$ cat src/rtl/mode_counter_pkg.sv
// rtl/mode_counter_pkg.sv - mode encodings and FSM state type for mode_counter
package mode_counter_pkg;

    localparam logic [1:0] MODE_WRAP    = 2'b00;
    localparam logic [1:0] MODE_SAT     = 2'b01;
    localparam logic [1:0] MODE_ONESHOT = 2'b10;

    typedef enum logic {
        RUN  = 1'b0,
        HOLD = 1'b1
    } state_t;

endpackage

$ cat src/rtl/mode_counter_prescaler.sv
// rtl/mode_counter_prescaler.sv - tick divider by presc+1 over enabled cycles
module mode_counter_prescaler #(
    parameter int PRESC_W = 4
) (
    input  logic               clk,
    input  logic               rst,
    input  logic               en,
    input  logic               clr,
    input  logic [PRESC_W-1:0] presc,
    output logic               tick
);

    logic [PRESC_W-1:0] cnt;
    logic [PRESC_W-1:0] ratio;

    assign tick = en && (cnt == ratio);

    // ratio is resampled only at a reload so a presc change never truncates a running period
    always_ff @(posedge clk) begin
        if (rst || clr || tick) begin
            cnt   <= '0;
            ratio <= presc;
        end else if (en) begin
            cnt <= cnt + 1'b1;
        end
    end

endmodule

$ cat src/rtl/mode_counter.sv
// rtl/mode_counter.sv - up/down counter with wrap/sat/one-shot modes and terminal-count pulse
// Optional tick prescaler enabled by MODE_COUNTER_PRESCALE_EN.
module mode_counter
    import mode_counter_pkg::*;
#(
    parameter int WIDTH   = 8,
    parameter int MOD     = 256,
    parameter int PRESC_W = 4
) (
    input  logic               clk,
    input  logic               rst,
    input  logic               en,
    input  logic               dir,
    input  logic [1:0]         mode,
    input  logic               wr,
    input  logic [WIDTH-1:0]   wr_data,
    input  logic [PRESC_W-1:0] presc,
    output logic [WIDTH-1:0]   out,
    output logic               tc,
    output logic               done
);

    localparam logic [WIDTH-1:0] TOP = WIDTH'(MOD - 1);

    state_t           state, state_n;
    logic [WIDTH-1:0] out_n;
    logic             tc_n;
    logic             tick;
    logic [WIDTH-1:0] term;
    logic [WIDTH-1:0] stepped;

`ifdef MODE_COUNTER_PRESCALE_EN
    mode_counter_prescaler #(
        .PRESC_W (PRESC_W)
    ) u_prescaler (
        .clk   (clk),
        .rst   (rst),
        .en    (en),
        .clr   (wr),
        .presc (presc),
        .tick  (tick)
    );
`else
    logic unused_presc;
    assign unused_presc = ^presc;
    assign tick = en;
`endif

    assign term = dir ? TOP : '0;

    always_comb begin
        if (dir) stepped = (out == TOP) ? '0 : out + 1'b1;
        else     stepped = (out == '0) ? TOP : out - 1'b1;
    end

    always_comb begin
        out_n   = out;
        tc_n    = 1'b0;
        state_n = state;
        if (wr) begin
            out_n   = (wr_data > TOP) ? TOP : wr_data;
            state_n = RUN;
        end else if (state == HOLD) begin
            if (mode != MODE_ONESHOT) state_n = RUN;
        end else if (tick) begin
            unique case (mode)
                MODE_SAT: begin
                    if (out != term) begin
                        out_n = stepped;
                        tc_n  = (stepped == term);
                    end
                end
                MODE_ONESHOT: begin
                    out_n = stepped;
                    tc_n  = (stepped == term);
                    if (stepped == term) state_n = HOLD;
                end
                default: begin
                    out_n = stepped;
                    tc_n  = (stepped == term);
                end
            endcase
        end
    end

    always_ff @(posedge clk) begin
        if (rst) begin
            state <= RUN;
            out   <= '0;
            tc    <= 1'b0;
        end else begin
            state <= state_n;
            out   <= out_n;
            tc    <= tc_n;
        end
    end

    assign done = (state == HOLD);

endmodule

$ cat config.mk
export PLATFORM = sky130hd
export DESIGN_NAME = mode_counter
export DESIGN_NICKNAME = d
export VERILOG_FILES = /design/src/rtl/mode_counter_pkg.sv /design/src/rtl/mode_counter_prescaler.sv /design/src/rtl/mode_counter.sv
export SDC_FILE = /design/constraint.sdc
export NUM_CORES = 1
export LEC_CHECK = 0
export BUFFER_PORTS_ARGS = -buffer_cell sky130_fd_sc_hd__clkbuf_2
export CAP_MARGIN = 10
export CORE_MARGIN = 4
export CORE_UTILIZATION = 50
export CTS_CLUSTER_DIAMETER = 80
export DETAILED_ROUTE_END_ITERATION = 7
export GPL_ROUTABILITY_DRIVEN = 0
export PLACE_DENSITY = 0.77
export SLEW_MARGIN = 20
export SYNTH_ARGS = -nofsm -noshare
export SYNTH_HDL_FRONTEND = slang
export SYNTH_SLANG_ARGS = --single-unit
$ cat constraint.sdc
create_clock -name clk -period 5.1 [get_ports clk]
set_clock_uncertainty 0.05 [all_clocks]
set_input_delay 0.255 -clock clk [delete_from_list [all_inputs] [get_ports clk]]
set_output_delay 0.255 -clock clk [all_outputs]
set_load 0.03 [all_outputs]
==> summary.txt, run 1 <==
Antenna violations before repair - 0
Post-CTS Hold Buffers - 0
HP Class - in -> reg
Syn Nets - 167
Asr flop ratio synth - 0%
Fin util - 59.1%
Post-synthesis sequential area ratio - 19.3%
Slew Limit Fails - 0
Worst skew pair latency - 270 ps
Pwr/cell area - 227 mW/mm^2
Pin slew with the least headroom to its limit - 1020 ps
Sink Count - 10
Max Fclk - 0.335 GHz
Max clock buf depth - 2
GR Util All Layers - 20.6%
Core Footprint - 0.00196 mm^2
Post-synthesis register bit count - 10
Root Driver - clkbuf_4
Total power - 263 uW
Inserted Clock Buffers - 3
Pin count of the biggest net entering global routing - 17
Critical Path Sink Type - flip-flop
Final WS setup - 2120 ps
Post-CTS sizing - 0
Fin nets - 183
Setup Viol. Count Final - 0
Detailed-router iteration count before antenna repair - 4
Top fanout value on the critical path - 16
Routed length per instance - 14.0 um
N_diodes - 0
Core Rows - 16
Starting Density - 52.9%
Max VDD drop - 183 uV
DIE WIDTH - 53.5 um
Period utilization - 58.5%
Die area - 0.00287 mm^2
Ranking of synthesized cells by area - dfxtp_1 19%, a21oi_1 6.8%, nor2_1 5.1%
Top cells by count, synth - 14 x a21oi_1, 14 x nor2_1, 13 x nand2_1
DRT antenna net count - 0
Congestion Overflow GR - 0
Dpl cell area - 0.00112 mm^2
Vias per inst - 6.06
Initial drt markers - 59
Synth warn - 0
Final hold violation count - 0
Number of max-cap violations - 0
CTS H-tree depth - 1
Synthesized area - 0.00104 mm^2
Residual DRC - 0
TritonCTS clock tree - done
First-pass GRT wire length - 4440 um
Area leader, netlist - dfxtp_1
Setup Fix Bufs, Post-CTS - 0
Vias in the first global route - 1005
Final Instance Area - 0.00116 mm^2
Synth Flop Type - dfxtp_1
IO Pins - 29
Outcome - finished, final reports clean
Post-DP HPWL - 1970 um
Place WS - 2130 ps
WP data required - 5230 ps
Crit path launch type - flip-flop
Number of fill cells in the layout - 213
Yosys top cell area share - 19.3%
Via Count - 1134
LEAKAGE - 0.000478 uW
Die Ht - 53.5 um
Rel. slew slack - 31.5%
Post-synth EDFFs - 0
Mapped Cells - 145
Clk slew on worst S/H paths - 70 ps
Fraction of layout cells with a size suffix above 1 - 21.3%
P&R area growth vs syn - 11.8%
Tmin final - 2980 ps
Final TNS setup - 0 ps
Worst Path Arrival - 3110 ps
Routed wire length - 2620 um
RSZ-0062 raised after global routing - false
CP Class - reg -> reg
Distinct cells, synth - 49
Mean Syn Cell Area - 7.15 um^2
IO Port Bufs - 24
[sequential cells by signal, summed over array words and instances (netlist names)]
name	cells
done	1
out	8
tc	1
[power by group]
group / total [uW] / switching [uW] / internal [uW]
combinational: 89.0 / 52.8 / 36.2
clock: 74.3 / 30.9 / 43.4
sequential: 99.9 / 16.7 / 83.2
[logic make-up after synthesis]
family | share of synthesized area (%)
flops | 19.3
fa+ha+maj | 3.62
mux | 0.965
compound gates | 35.5
xor+xnor | 5.07
simple gates | 25.1
buf+inv | 10.5
[cells in the final DEF (no fill, tap or decap), types with 2 or more instances in the layout]
| master | count |
|---|---|
| or2_2 | 2 |
| xor2_1 | 4 |
| o21ai_0 | 6 |
| clkbuf_2 | 24 |
| nor2_1 | 14 |
| clkbuf_4 | 3 |
| xnor2_1 | 2 |
| a221oi_1 | 3 |
| a21oi_1 | 14 |
| dfxtp_1 | 10 |
| nor3b_1 | 3 |
| a31oi_1 | 2 |
| ha_1 | 3 |
| nor2b_1 | 2 |
| o31ai_1 | 3 |
| o41a_1 | 2 |
| a21o_1 | 2 |
| nand2_1 | 13 |
| inv_1 | 10 |
| nand3_1 | 7 |
| nand4_1 | 3 |
| or3_1 | 2 |
[per-stage QoR]
step	std cells	hold WS (ps)
2_1_floorplan	145	350
4_1_cts	187	156
3_5_place_dp	183	424
5_1_grt	187	148
6_report	187	158
3_3_place_gp	183	409
[critical path, cell delays in order, from the launching register on]
cell,delay [ps]
dfxtp_1,480
or4_4,630
or3_4,360
o41ai_2,880
o21ai_0,240
a221oi_1,260
[final cells by class]
cell class                      instances  area [um^2]  share of cell area [%]
Tap cell                               27         33.8                    2.91
Timing Repair Buffer                   24          120                    10.4
Sequential cell                        10          200                    17.3
Clock buffer                            4         36.3                    3.13
Inverter                               11         41.3                    3.56
Multi-Input combinational cell        111          728                    62.8
[final timing paths]
| kind | start | to | slack, ps | cells after the start |
|---|---|---|---|---|
| max | out[2] | out[4] | 2120 | 5 |
| min | wr_data[0] | out[0] | 160 | 3 |
| max reg2reg | out[2] | out[4] | 2120 | 5 |
| min reg2reg | done | done | 430 | 1 |
[per-layer routing]
| layer | share of wire, % | vias up | GRT usage [%] |
|---|---|---|---|
| li1 | - | 564 | - |
| met1 | 45 | 517 | 28.3 |
| met2 | 46 | 49 | 31.8 |
| met3 | 7.4 | 4 | 4.16 |
| met4 | 1.1 | 0 | 6.81 |
| met5 | 0 | - | 0 |
Power figures use the tool's default switching activity.
==> run 2, diff against run 1 <==
--- a/config.mk
+++ b/config.mk
@@ -5,14 +5,15 @@
 export SDC_FILE = /design/constraint.sdc
 export NUM_CORES = 1
 export LEC_CHECK = 0
+export ABC_AREA = 1
 export BUFFER_PORTS_ARGS = -buffer_cell sky130_fd_sc_hd__clkbuf_2
 export CAP_MARGIN = 10
 export CORE_MARGIN = 4
-export CORE_UTILIZATION = 50
+export CORE_UTILIZATION = 47
 export CTS_CLUSTER_DIAMETER = 80
 export DETAILED_ROUTE_END_ITERATION = 7
 export GPL_ROUTABILITY_DRIVEN = 0
-export PLACE_DENSITY = 0.77
+export PLACE_DENSITY = 0.75
 export SLEW_MARGIN = 20
 export SYNTH_ARGS = -nofsm -noshare
 export SYNTH_HDL_FRONTEND = slang
==> constraint.sdc (replaced) <==
create_clock -name clk -period 2.5 [get_ports clk]
set_clock_uncertainty 0.05 [all_clocks]
set_input_delay 0.125 -clock clk [delete_from_list [all_inputs] [get_ports clk]]
set_output_delay 0.125 -clock clk [all_outputs]
set_load 0.03 [all_outputs]
==> run 2 against run 1 <==
Compared with the run above: clock-buffer cell count did not move; register-to-register slack got worse by 1500 ps; first-iteration DRC count fell by 56%; combinational power rose to 2.7 times the previous value; final cell count rose by 23%; highest routed layer is now met3; setup slack got worse by 1500 ps; critical path depth rose by 5; sequential power rose by 110%; via count rose by 0.62%; global-route usage fell by 3.2 points.
==> summary.txt, run 2 <==
Switching share of total power - 41.5% (was 38.1%)
Most common cell after layout, fill and taps aside - nand2_1 (was clkbuf_2)
Top cells by count, synth - 51 x nand2_1, 24 x nor2_1, 17 x inv_1, 17 x nand3_1, 10 x dfxtp_1 (was 14 x a21oi_1, 14 x nor2_1, 13 x nand2_1)
Mean Syn Cell Area - 6.10 um^2 (was 7.15 um^2)
Via Count - 1141 (was 1134)
Clock power frac - 24.3% (was 28.2%)
Seq. cell area - 200 um^2 (unchanged)
Post-synthesis sequential area ratio - 18.0% (was 19.3%)
Area leader, netlist - dfxtp_1 (unchanged)
Outcome - finished, final reports clean (unchanged)
Synth Flop Type - dfxtp_1 (unchanged)
Synthesized area - 0.00111 mm^2 (was 0.00104 mm^2)
Inserted Clock Buffers - 3 (unchanged)
Sink Count - 10 (unchanged)
Dpl cell area - 0.00121 mm^2 (was 0.00112 mm^2)
Endpoint, Worst Hold - out[0] (unchanged)
Detailed-router iteration count before antenna repair - 5 (was 4)
Final hold violation count - 0 (unchanged)
Max reg flops - 8 (unchanged)
Final TNS setup - 0 ps (unchanged)
Fin nets - 225 (was 183)
DP Cell Count - 226 (was 183)
Pin slew with the least headroom to its limit - 492 ps (was 1020 ps)
Critical Path Sink Type - flip-flop (unchanged)
Switching pwr - 246 uW (was 100 uW)
Post-CTS Hold Buffers - 0 (unchanged)
Vias in the first global route - 1049 (was 1005)
Largest register by flop count - out (unchanged)
Yosys top cell area share - 18.0% (was 19.3%)
P&R area growth vs syn - 12.3% (was 11.8%)
Post-DP HPWL - 2150 um (was 1970 um)
Fin util - 55.9% (was 59.1%)
Post-synthesis register bit count - 10 (unchanged)
TritonCTS clock tree - done (unchanged)
Worst r2r src - out[1] (was out[2])
Residual DRC - 0 (unchanged)
First-pass GRT wire length - 4500 um (was 4440 um)
Core Rows - 17 (was 16)
HP Class - in -> reg (unchanged)
Top fanout value on the critical path - 6 (was 16)
Core Footprint - 0.00223 mm^2 (was 0.00196 mm^2)
DRT antenna net count - 0 (unchanged)
R2r endpoint - out[7] (was out[4])
DIE WIDTH - 56.6 um (was 53.5 um)
Setup Viol. Count Final - 0 (unchanged)
Worst skew pair latency - 260 ps (was 270 ps)
Starting Density - 49.7% (was 52.9%)
Pin count of the biggest net entering global routing - 13 (was 17)
Comb pwr share - 40.8% (was 33.8%)
Worst Path Arrival - 1970 ps (was 3110 ps)
CTS H-tree depth - 1 (unchanged)
CP Class - reg -> reg (unchanged)
Crit path launch type - flip-flop (unchanged)
Number of max-cap violations - 0 (unchanged)
Routed length per instance - 11.4 um (was 14.0 um)
RSZ-0062 raised after global routing - false (unchanged)
Fraction of layout cells with a size suffix above 1 - 25.2% (was 21.3%)
Antenna violations before repair - 0 (unchanged)
Mapped Cells - 182 (was 145)
Number of fill cells in the layout - 223 (was 213)
Reg2Reg Setup Slack - 640 ps (was 2120 ps)
Distinct cells, synth - 30 (was 49)
Pwr/cell area - 475 mW/mm^2 (was 227 mW/mm^2)
Congestion Overflow GR - 0 (unchanged)
Ranking of synthesized cells by area - dfxtp_1 18%, nand2_1 17%, nor2_1 8.1% (was dfxtp_1 19%, a21oi_1 6.8%, nor2_1 5.1%)
Post-CTS sizing - 0 (unchanged)
Hold path cells - 2 (was 3)
Asr flop ratio synth - 0% (unchanged)
Max clock buf depth - 2 (unchanged)
Highest-count cells in the layout ignoring fill and taps - 51 x nand2_1, 24 x nor2_1, 24 x clkbuf_2 (was 24 x clkbuf_2, 14 x nor2_1, 14 x a21oi_1)
Max Fclk - 0.537 GHz (was 0.335 GHz)
IO Port Bufs - 24 (unchanged)
GR Util All Layers - 17.4% (was 20.6%)
Rel. slew slack - 67.2% (was 31.5%)
Non-filler cells, final - 230 (was 187)
LEAKAGE - 0.000655 uW (was 0.000478 uW)
Tmin final - 1860 ps (was 2980 ps)
Routed wire length - 2630 um (was 2620 um)
Period utilization - 74.4% (was 58.5%)
N_diodes - 0 (unchanged)
Worst Reg-to-Reg Cells - 10 (was 5)
Worst hold start - rst (was wr_data[0])
Clk slew on worst S/H paths - 60 ps (was 70 ps)
Post-synth EDFFs - 0 (unchanged)
Syn Nets - 204 (was 167)
Vias per inst - 4.96 (was 6.06)
Root Driver - clkbuf_4 (unchanged)
Initial drt markers - 26 (was 59)
IO Pins - 29 (unchanged)
Sequential power share - 34.9% (was 38.0%)
WP data required - 2610 ps (was 5230 ps)
Die area - 0.00321 mm^2 (was 0.00287 mm^2)
Synth warn - 0 (unchanged)
Most common cell in the synthesized netlist - nand2_1
Setup Fix Bufs, Post-CTS - 0 (unchanged)
Die Ht - 56.6 um (was 53.5 um)
Pint - 346 uW (was 163 uW)
Slew Limit Fails - 0 (unchanged)
Max VDD drop - 393 uV (was 183 uV)
Multi-input logic area - 772 um^2 (was 728 um^2)
Final Instance Area - 0.00125 mm^2 (was 0.00116 mm^2)
[run 2: changes by cell type in the layout (fill, tap and decap cells not counted), sizes merged, moves of 3 or more]
cell and delta:
a21oi -8, a221oi -3, inv +10, nand2 +45, nand3 +10, nor2 +18
o21ai +8, o31ai -3, or3 -3
[run 2: per-layer routing]
metal  vias up  GRT usage, %  share of wire (%)
met3         0          5.75                7.5
met1       492          21.8                 46
met2        37          29.4                 47
met5         -             0                  0
met4         0          2.03                  0
li1        612             -                  -
[run 2: layout make-up]
cell class,count,area share (%)
Multi-Input combinational cell,143,61.9
Sequential cell,10,16.0
Timing Repair Buffer,24,9.63
Inverter,21,6.72
Clock buffer,4,2.91
Tap cell,28,2.81
[run 2: logic make-up (layout without fill, tap and decap cells)]
kind of cell | count (synthesis) | count (layout) | synth area share [%]
and+or+nand+nor | 113 | 113 | 51.6
adders and majority gates | 3 | 3 | 3.38
xor gates and xnor gates | 5 | 5 | 3.94
DFF | 10 | 10 | 18.0
AOI/OAI and AO/OA | 22 | 22 | 10.6
buffers and inverters | 29 | 49 | 12.5
[run 2: critical path: stages (launching register included)]
cell	delay, ps
dfxtp_1	510
ha_1	230
nand2_1	90
nor2_2	190
nand2_1	160
nand2_1	100
nor2_1	50
a21oi_1	170
o21ai_2	70
nor2_1	80
nor2_1	50
[run 2: worst max-delay path by stage]
stage | startpoint | endpoint | slack (ps)
floorplan | out[1] | tc | 730
global placement | out[1] | out[7] | 720
detailed placement | out[1] | out[7] | 690
CTS | out[2] | out[7] | 660
global route | out[1] | out[7] | 490
finish | out[1] | out[7] | 640
[run 2: power groups by stage]
| stage | combinational, uW | clock (uW) | sequential [uW] |
|---|---|---|---|
| floorplan | 192 | 0 | 209 |
| global placement | 237 | 0 | 209 |
| detailed placement | 242 | 0 | 210 |
| CTS | 242 | 147 | 206 |
| global route | 270 | 161 | 209 |
| finish | 242 | 144 | 207 |
[run 2: metrics by stage]
stage | hold slack (ps) | setup WS, ps | total power, uW
2_1_floorplan | 144 | 734 | 401
3_3_place_gp | 329 | 720 | 446
3_5_place_dp | 330 | 686 | 452
4_1_cts | 43.6 | 665 | 595
5_1_grt | 45.7 | 487 | 640
6_report | 50.7 | 639 | 592
==> run 3, diff against run 2 <==
==> constraint.sdc (replaced) <==
create_clock -name clk -period 1.5 [get_ports clk]
set_clock_uncertainty 0.05 [all_clocks]
set_input_delay 0.075 -clock clk [delete_from_list [all_inputs] [get_ports clk]]
set_output_delay 0.075 -clock clk [all_outputs]
set_load 0.03 [all_outputs]
==> run 3 against run 2 <==
Compared with the run above: the flow now finishes with violations (setup timing); largest power group unchanged; die area unchanged; clock power up 83%; largest cell class unchanged; fmax up 12%; final cell count up 8.3%; power up 100%; first-iteration DRC count rose to 3.2 times the previous value; wire length up 50%; critical path type unchanged.
==> summary.txt, run 3 (same netlist as run 2, synthesis figures left out) <==
Vias in the first global route - 1384 (was 1049)
Post-DP HPWL - 2470 um (was 2150 um)
Setup Viol. Count Final - 10 (was 0)
Largest register by flop count - out (unchanged)
Max Fclk - 0.599 GHz (was 0.537 GHz)
Pwr/cell area - 749 mW/mm^2 (was 475 mW/mm^2)
Pin count of the biggest net entering global routing - 12 (was 13)
RSZ-0062 raised after global routing - true (was false)
Rel. slew slack - 58.8% (was 67.2%)
Crit path launch type - flip-flop (unchanged)
DIE WIDTH - 56.6 um (unchanged)
Vias per inst - 5.68 (was 4.96)
Max clock buf depth - 2 (unchanged)
IO Pins - 29 (unchanged)
Final hold violation count - 0 (unchanged)
Max VDD drop - 758 uV (was 393 uV)
Core Footprint - 0.00223 mm^2 (unchanged)
Slew Limit Fails - 0 (unchanged)
P&R area growth vs syn - 44.9% (was 12.3%)
GRT met1 Usage - 24.0% (was 21.8%)
Number of fill cells in the layout - 163 (was 223)
Critical path's largest stage delay - 420 ps (was 510 ps)
N_diodes - 0 (unchanged)
Residual DRC - 0 (unchanged)
Number of max-cap violations - 0 (unchanged)
HP Class - in -> reg (unchanged)
WP data required - 1670 ps (was 2610 ps)
Worst path bufs/invs - 1 (was 0)
Sink Count - 10 (unchanged)
Top fanout value on the critical path - 5 (was 6)
Routed length per instance - 15.8 um (was 11.4 um)
Highest-count cells in the layout ignoring fill and taps - 42 x nand2_1, 24 x clkbuf_2, 23 x nor2_1 (was 51 x nand2_1, 24 x nor2_1, 24 x clkbuf_2)
Critical Path Sink Type - flip-flop (unchanged)
Core Rows - 17 (unchanged)
Root Driver - clkbuf_4 (unchanged)
Inserted Clock Buffers - 3 (unchanged)
Congestion Overflow GR - 0 (unchanged)
LEAKAGE - 0.000778 uW (was 0.000655 uW)
Top delay family on crit path - simple AND/OR/NAND/NOR gates (unchanged)
DRT antenna net count - 0 (unchanged)
Period utilization - 111% (was 74.4%)
Via Count - 1414 (was 1141)
CP Class - reg -> reg (unchanged)
Clk slew on worst S/H paths - 80 ps (was 60 ps)
Grt peak-use layer - met2 (unchanged)
Die Ht - 56.6 um (unchanged)
Detailed-router iteration count before antenna repair - 4 (was 5)
Antenna violations before repair - 0 (unchanged)
Dpl cell area - 0.00132 mm^2 (was 0.00121 mm^2)
Slowest cell on the critical path - dfxtp_4 (was dfxtp_1)
Initial drt markers - 82 (was 26)
CTS H-tree depth - 1 (unchanged)
Die area - 0.00321 mm^2 (unchanged)
First-pass GRT wire length - 5870 um (was 4500 um)
Failing checks - setup timing
Fraction of layout cells with a size suffix above 1 - 48.0% (was 25.2%)
GR Util All Layers - 22.8% (was 17.4%)
Routed wire length - 3940 um (was 2630 um)
Final WS setup - -168 ps (was 639 ps)
Outcome - complete, but fails checks (was finished, final reports clean)
GR Util met2 - 43.4% (was 29.4%)
Tmin final - 1670 ps (was 1860 ps)
Fin Hold WS - 44.7 ps (was 50.7 ps)
Most common cell after layout, fill and taps aside - nand2_1 (unchanged)
IO Port Bufs - 24 (unchanged)
Final Instance Area - 0.00161 mm^2 (was 0.00125 mm^2)
Worst Path Arrival - 1840 ps (was 1970 ps)
Starting Density - 49.7% (unchanged)
Met3 track utilization from global routing - 5.29% (was 5.75%)
Max reg flops - 8 (unchanged)
CP cell instances - inv_4, ha_4, o211ai_1, nand2_1, nor2_1, nand3_1, nand2_1, nand3_1, a21oi_2 (was ha_1, nand2_1, nor2_2, nand2_1, nand2_1, nor2_1, a21oi_1, o21ai_2, nor2_1, nor2_1)
TritonCTS clock tree - done (unchanged)
Worst skew pair latency - 280 ps (was 260 ps)
Fin util - 72.1% (was 55.9%)
Pin slew with the least headroom to its limit - 617 ps (was 492 ps)
Fin nets - 244 (was 225)
-- run 3: routing by layer --
metal  wire [um]  vias up  share of wire, %
met5           0        -                 0
met2        1980       80                50
li1            -      652                 -
met3         332       25               8.4
met4         184        0               4.7
met1        1440      657                37
-- run 3: power by group --
group / internal [uW] / total, uW / switching, uW
combinational: 237 / 593 / 356
sequential: 287 / 350 / 62.4
clock: 148 / 263 / 115
-- run 3: final timing paths --
path / from / to / slack, ps / cells past startpoint
setup / recovery: out[1] / done / -170 / 9
hold / removal: en / done / 40 / 3
setup reg to reg: out[1] / done / -170 / 9
hold reg to reg: done / done / 440 / 2
-- run 3: final cells by class --
| cell class | instances | area, um^2 | area share, % |
|---|---|---|---|
| Clock buffer | 4 | 36.3 | 2.25 |
| Inverter | 21 | 91.3 | 5.67 |
| Multi-Input combinational cell | 144 | 961 | 59.7 |
| Sequential cell | 10 | 225 | 14.0 |
| Tap cell | 28 | 35.0 | 2.18 |
| Timing Repair Buffer | 42 | 262 | 16.2 |
-- run 3: tightest hold or removal path, cell delays in order --
cell,delay (ps)
clkbuf_2,100
nand3_1,110
a21oi_2,50
-- run 3: through the flow --
| step | setup WS (ps) | TNS (ps) | power (uW) | instances |
|---|---|---|---|---|
| finish | -168 | -789 | 1210 | 249 |
| global route | -234 | -1570 | 1260 | 249 |
| CTS | -43.7 | -170 | 1130 | 248 |
| detailed placement | -117 | -562 | 801 | 237 |
| global placement | -56.1 | -252 | 793 | 237 |
| floorplan | -5.01 | -22.1 | 682 | 182 |
-- run 3: repair_timing --
item | CTS | global route
hold buffers | 1 | 0
gates resized for setup | 21 | 23
endpoints found under the hold margin | 3 | 0
gates cloned | 0 | 1
pin swaps | 13 | 10
setup buffers | 6 | 0
setup endpoints to repair | 10 | 10
